[config.mk]
export PLATFORM = sky130hd
export DESIGN_NAME = pc_sequencer
export DESIGN_NICKNAME = d
export VERILOG_FILES = /design/src/rtl/kgp_pc_pkg.sv /design/src/rtl/pc_ras.sv /design/src/rtl/pc_sequencer.sv
export SDC_FILE = /design/constraint.sdc
export NUM_CORES = 1
export LEC_CHECK = 0
export CORE_UTILIZATION = 53
export DETAILED_ROUTE_END_ITERATION = 10
export PLACE_DENSITY = 0.75
export SLEW_MARGIN = 0
export SYNTH_ARGS = -nofsm -noshare
export SYNTH_HDL_FRONTEND = slang
export SYNTH_SLANG_ARGS = --single-unit
[constraint.sdc]
create_clock -name clk -period 6.6 [get_ports clk]
set_input_delay 0.99 -clock clk [delete_from_list [all_inputs] [get_ports clk]]
set_output_delay 0.99 -clock clk [all_outputs]
set_load 0.01 [all_outputs]
[src/rtl/kgp_pc_pkg.sv]
// ============================================================================
// kgp_pc_pkg : shared defaults, FSM encoding and stack-op type for pc_sequencer
// Revision   : 1.0
// ============================================================================
`default_nettype none

package kgp_pc_pkg;

   localparam int unsigned PC_W_DEF      = 32;
   localparam int unsigned RESET_VEC_DEF = 0;
   localparam int unsigned INC_DEF       = 4;
   localparam int unsigned RAS_DEPTH_DEF = 4;

   typedef logic [0:0] pc_state_t;
   localparam pc_state_t ST_RUN  = 1'b0;
   localparam pc_state_t ST_HALT = 1'b1;

   typedef enum logic [1:0] {
      RAS_NOP  = 2'd0,
      RAS_PUSH = 2'd1,
      RAS_POP  = 2'd2
   } ras_op_t;

   function automatic int unsigned ptr_width(input int unsigned depth);
      return (depth > 1) ? $clog2(depth) : 1;
   endfunction

endpackage

`default_nettype wire

[src/rtl/pc_ras.sv]
// ============================================================================
// pc_ras : circular return-address stack with sticky overflow/underflow flags
// Revision : 1.0
// ============================================================================
`default_nettype none

module pc_ras
   import kgp_pc_pkg::*;
#(
   parameter int unsigned PC_W  = PC_W_DEF,
   parameter int unsigned DEPTH = RAS_DEPTH_DEF
) (
   input  logic            clk,
   input  logic            rst,
   input  ras_op_t         op,
   input  logic [PC_W-1:0] push_data,
   output logic [PC_W-1:0] top,
   output logic            empty,
   output logic            full,
   output logic            ovf,
   output logic            unf
);

   localparam int unsigned      PTR_W   = ptr_width(DEPTH);
   localparam int unsigned      CNT_W   = PTR_W + 1;
   localparam logic [CNT_W-1:0] CNT_MAX = CNT_W'(DEPTH);

   logic [PC_W-1:0]  r_mem [DEPTH];
   logic [PTR_W-1:0] r_wr_ptr;
   logic [CNT_W-1:0] r_count;
   logic             r_ovf;
   logic             r_unf;
   logic [PTR_W-1:0] w_top_ptr;

   // r_wr_ptr is the next free slot; once full it also addresses the oldest entry
   assign w_top_ptr = r_wr_ptr - PTR_W'(1);
   assign top       = r_mem[w_top_ptr];
   assign empty     = (r_count == '0);
   assign full      = (r_count == CNT_MAX);
   assign ovf       = r_ovf;
   assign unf       = r_unf;

   always_ff @(posedge clk) begin
      if (!rst && op == RAS_PUSH) begin
         r_mem[r_wr_ptr] <= push_data;
      end
   end

   always_ff @(posedge clk) begin
      if (rst) begin
         r_wr_ptr <= '0;
         r_count  <= '0;
         r_ovf    <= 1'b0;
         r_unf    <= 1'b0;
      end else begin
         case (op)
            RAS_PUSH: begin
               r_wr_ptr <= r_wr_ptr + PTR_W'(1);
               if (full) begin
                  r_ovf <= 1'b1;
               end else begin
                  r_count <= r_count + CNT_W'(1);
               end
            end
            RAS_POP: begin
               if (empty) begin
                  r_unf <= 1'b1;
               end else begin
                  r_wr_ptr <= w_top_ptr;
                  r_count  <= r_count - CNT_W'(1);
               end
            end
            default: begin
            end
         endcase
      end
   end

endmodule

`default_nettype wire

[src/rtl/pc_sequencer.sv]
// ============================================================================
// pc_sequencer : RUN/HALT program-counter sequencer with redirect, call/return
// Revision     : 1.0
// ============================================================================
`default_nettype none

module pc_sequencer
   import kgp_pc_pkg::*;
#(
   parameter int unsigned     PC_W      = PC_W_DEF,
   parameter logic [PC_W-1:0] RESET_VEC = PC_W'(RESET_VEC_DEF),
   parameter int unsigned     INC       = INC_DEF,
   parameter int unsigned     RAS_DEPTH = RAS_DEPTH_DEF
) (
   input  logic            clk,
   input  logic            rst,
   input  logic            stall,
   input  logic            redirect_valid,
   input  logic [PC_W-1:0] redirect_target,
   input  logic            call,
   input  logic            ret,
   input  logic            halt_req,
   input  logic            resume,
   output logic [PC_W-1:0] pc,
   output logic            halted,
   output logic            ras_empty,
   output logic            ras_full,
   output logic            ras_ovf,
   output logic            ras_unf
);

   pc_state_t       r_state;
   pc_state_t       w_state_next;
   logic [PC_W-1:0] r_pc;
   logic [PC_W-1:0] w_pc_next;
   logic [PC_W-1:0] w_pc_inc;
   logic [PC_W-1:0] w_ras_top;
   ras_op_t         w_ras_op;

   assign w_pc_inc = r_pc + PC_W'(INC);

   always_comb begin
      w_state_next = r_state;
      w_pc_next    = r_pc;
      w_ras_op     = RAS_NOP;
      if (!stall) begin
         case (r_state)
            ST_RUN: begin
               if (halt_req) begin
                  w_state_next = ST_HALT;
               end else if (redirect_valid) begin
                  w_pc_next = redirect_target;
                  if (call) begin
                     w_ras_op = RAS_PUSH;
                  end
               end else if (ret) begin
                  // an empty-stack pop still reaches the stack so it can flag underflow
                  w_ras_op  = RAS_POP;
                  w_pc_next = ras_empty ? w_pc_inc : w_ras_top;
               end else begin
                  w_pc_next = w_pc_inc;
               end
            end
            ST_HALT: begin
               if (resume && !halt_req) begin
                  w_state_next = ST_RUN;
               end
            end
            default: begin
               w_state_next = ST_RUN;
            end
         endcase
      end
   end

   always_ff @(posedge clk) begin
      if (rst) begin
         r_state <= ST_RUN;
         r_pc    <= RESET_VEC;
      end else begin
         r_state <= w_state_next;
         r_pc    <= w_pc_next;
      end
   end

   pc_ras #(
      .PC_W  (PC_W),
      .DEPTH (RAS_DEPTH)
   ) u_ras (
      .clk       (clk),
      .rst       (rst),
      .op        (w_ras_op),
      .push_data (w_pc_inc),
      .top       (w_ras_top),
      .empty     (ras_empty),
      .full      (ras_full),
      .ovf       (ras_ovf),
      .unf       (ras_unf)
   );

   assign pc     = r_pc;
   assign halted = (r_state == ST_HALT);

endmodule

`default_nettype wire

==> key figures <==
Yosys
  – Library cells used by synthesis: 61
  – Proportion of register bits with asynchronous set or reset after synthesis: 0%
  – Sequential share of the synthesized area: 61.9%
  – Synth Warn #: 0
  – Cell type contributing the most total cell area after synthesis: edfxtp_1
  – Dominant synthesized flop cell: edfxtp_1
  – Ranking of synthesized cells by area: edfxtp_1 51%, dfxtp_1 11%, mux4_2 9.6%, nand2_1 2.2%, xnor2_1 2.1%
  – Summed instance area of the synthesized netlist: 0.00750 mm2
  – Count of state elements after synthesis: 168
  – Average size of a mapped cell: 14.1 um2
  – Net Count, Synth: 579
  – Fraction of synthesized cell area taken by the top area cell type: 51.2%
  – Post-synth EDFFs: 128
  – Post-synthesis cell count: 533

Finish
  – Post-Layout Inst Area: 0.00904 mm2
  – Nets: 657
  – ANT cells: 0
  – Area delta synth->final: 20.4%
  – Share of final-layout standard cells stronger than drive strength 1: 14.7%
  – Final core utilization: 65.4%
  – Non-filler instance count after layout: 804

Critical path
  – Slack of the worst reg-to-reg path: 3.71 ns
  – Endpoint of the lowest-slack register-to-register path: pc[21]$_SDFFE_PP0P_
  – Critical path startpoint category: input port
  – Category of the most critical setup path: input port to flip-flop
  – Cell type of the slowest stage on the worst timing path: clkdlybuf4s50_1
  – Number of buffer and inverter instances along the worst setup path: 2
  – CP endpoint kind: flip-flop
  – Startpoint of the most critical register-to-register path: u_ras.r_wr_ptr[0]$_SDFFE_PP0P_
  – Worst path max stage delay: 0.74 ns
  – R2R cell count: 9
  – Data required time at the worst endpoint: 6.96 ns
  – Cell chain of the critical path: clkdlybuf4s50_1 -> buf_4 -> nor4_1 -> nand2_1 -> fa_1 -> xnor2_1 -> or3_1 -> a21oi_1
  – Arrival @ worst endpoint: 3.96 ns
  – Kind of cell adding the most delay to the critical path: buffers and inverters
  – Highest fanout seen on the critical path: 23

Routing
  – Vias per cell: 6.25
  – Routed length per instance: 22.3 um
  – Routed via count: 5025
  – Iteration-0 DRC count of the detailed router: 531
  – Detail Route Antenna Nets: 0
  – DRC: 0
  – Detailed-route wire length: 17.9 mm
  – First-pass iteration count of the detailed router: 7

Clock tree
  – Count of clock tree sinks: 168
  – H-tree Lvls: 4
  – Number of buffers between clock root and the deepest sink: 2
  – Number of cells upsized or downsized after cts: 0
  – Clock root cell: clkbuf_16
  – Quantity of hold-fixing buffers added after cts: 0
  – Number of buffers created by CTS: 17
  – Worst skew pair latency: 0.43 ns
  – Clock-pin slew of the registers on the worst-case setup and hold paths: 0.07 ns
  – Post-CTS Setup Repair Bufs: 0
  – TritonCTS clock tree: yes

STA
  – Final clock skew: 0.0103 ns
  – Slew HR: 28.7%
  – Total Neg Setup Slack: 0 ns
  – Hold Vio Cnt, Final: 0
  – Max Slew Vio Count: 0
  – Unrepaired setup endpoints after global routing: false
  – Slew at the pin closest to its max-slew limit: 1.07 ns
  – Fmax: 278 MHz
  – Worst-case hold slack: 0.498 ns
  – Setup WS post-layout: 3.00 ns
  – Count of endpoints failing setup in the final report: 0
  – Period Utilization, post-route: 54.5%
  – Final critical delay including setup and external delays: 3.60 ns

Power
  – Static leakage: 2.97 nW
  – IR Drop Worst-Case VDD: 167 uV
  – Seq pwr share: 50.5%
  – Overall power of the completed layout: 2.32 mW
  – Internal power of the cells: 1.80 mW
  – Clk network pwr share: 42.3%
  – Logic pwr share: 7.2%
  – Total power divided by cell area: 257 mW/mm2
  – Switching share of total power: 22.5%
  – Switching power total: 0.523 mW

Status
  – Outcome: finished clean

Global route
  – Global-route wire length before repair: 28.0 mm
  – Via count of the first global-routing pass: 5090
  – Pin count of the biggest net entering global routing: 37
  – Total GRT Usage: 26.3%
  – Global-route congestion overflow total: 0
  – Initial antenna violation count: 0

Die
  – Effective utilization at floorplan: 54.3%
  – Floorplan die width: 121 um
  – Count of pins on the block boundary: 77
  – Die footprint: 0.0146 mm2
  – Floorplan row count: 43
  – Overall die height: 121 um
  – Core Region: 0.0138 mm2

Placement
  – Placer Congestion: 0.808
  – Placed Instance Area: 0.00844 mm2
  – Instance count after placement with tap cells included: 772
  – Count of input and output buffers: 76
  – Hpwl dp: 11.2 mm
  – Pre-CTS WS: 2.58 ns

Run
  – Count of maximum capacitance violations: 0

Hold path
  – Endpoint of the worst hold-timing path: u_ras.unf$_SDFFE_PP0P_
  – Worst Hold Depth: 2
  – Hold crit path type: flip-flop to flip-flop
  – Min-Delay Startpoint: u_ras.unf$_SDFFE_PP0P_
-- area by class of cell --
cell class                      count  area (um2)
Clock buffer                       21         482
Clock inverter                     11         111
Fill cell                         964        4790
Inverter                           18        67.6
Multi-Input combinational cell    320        2670
Sequential cell                   168        4650
Tap cell                          180         225
Timing Repair Buffer               86         836
-- worst min-delay path, stage by stage, from the launching register on --
cell and delay (ns):
dfxtp_1 0.34, a31oi_1 0.04, nor2_1 0.08
-- per-layer routing --
| layer | vias to the layer above | share of wire, % | track usage (%) | routed length (um) |
|---|---|---|---|---|
| li1 | 2250 | - | - | - |
| met1 | 2510 | 42 | 35.3 | 7480 |
| met2 | 243 | 49 | 41.4 | 8720 |
| met3 | 22 | 7.8 | 6.34 | 1400 |
| met4 | 0 | 1.7 | 10.8 | 299 |
| met5 | - | 0 | 0 | 0 |
-- synthesized netlist by cell type, drive strengths merged (3+ instances only) --
master and number:
buf 12, inv 16, a21oi 19, edfxtp 128, nor2 22, a31oi 4, a221o 13, xor2 13
nor3 13, nand2 43, o21ai 14, ha 5, a221oi 5, clkbuf 15, o211ai 8, o22ai 5
dfxtp 40, and2 6, nand3 30, a21o 4, and3 4, a22o 7, xnor2 18, nand2b 3
nor4 6, nand4 10, mux4 32, or3 7, mux2i 4, and4 4
-- worst max path at each step --
stage | from | to | slack (ns) | cells after the start
2_1_floorplan | stall | u_ras.r_mem[0][0]$_DFFE_PP_ | 3.36 | 5
3_3_place_gp | redirect_valid | u_ras.r_count[2]$_SDFFE_PP0P_ | 2.71 | 8
3_5_place_dp | redirect_valid | u_ras.r_count[2]$_SDFFE_PP0P_ | 2.58 | 8
4_1_cts | redirect_valid | u_ras.r_count[2]$_SDFFE_PP0P_ | 3.02 | 8
5_1_grt | redirect_valid | u_ras.r_count[2]$_SDFFE_PP0P_ | 2.77 | 8
6_report | redirect_valid | u_ras.r_count[2]$_SDFFE_PP0P_ | 3.00 | 8
-- cells in the final DEF (no fill, tap or decap), types with 3 or more instances in the layout --
cell,instances
o211ai_1,7
nor3_1,10
xor2_1,13
o22ai_1,5
and3_1,4
mux2i_1,4
dfxtp_1,39
or3_1,7
o21ai_0,13
mux4_2,32
ha_1,5
clkinvlp_4,3
and2_1,6
nor2_1,21
edfxtp_1,128
a21oi_1,19
a31oi_1,4
nand2b_1,3
nand3_1,30
xnor2_1,18
clkinv_4,4
clkdlybuf4s50_1,76
nand2_1,43
a221o_1,13
buf_4,10
nor4_2,5
a221oi_1,5
nand4_1,8
a21o_1,4
inv_1,16
a22o_1,7
clkbuf_16,18
-- sequential cells by signal (all words and copies together) (netlist names) --
register and flops:
u_ras.unf 1, u_ras.r_wr_ptr 2, u_ras.ovf 1, pc 32, halted 1, u_ras.r_count 3
u_ras.r_mem 128
-- cell families (layout without fill, tap and decap cells) --
kind of cell	count (synthesis)	in the layout	share of synthesized area [%]
AOI/OAI and AO/OA	94	94	9.22
and+or+nand+nor	152	152	11.3
buffers and inverters	45	136	2.62
muxes	37	37	10.3
DFF	168	168	61.9
xor gates and xnor gates	31	31	3.62
adders and majority gates	6	6	1.10
-- power by group through the flow --
stage	Sequential (mW)	Combinational, mW	Clock, mW
2_1_floorplan	1.19	0.0880	0
3_3_place_gp	1.19	0.161	0
3_5_place_dp	1.20	0.165	0
4_1_cts	1.17	0.167	0.988
5_1_grt	1.18	0.179	1.03
6_report	1.17	0.167	0.981
Power figures use the tool's default switching activity.
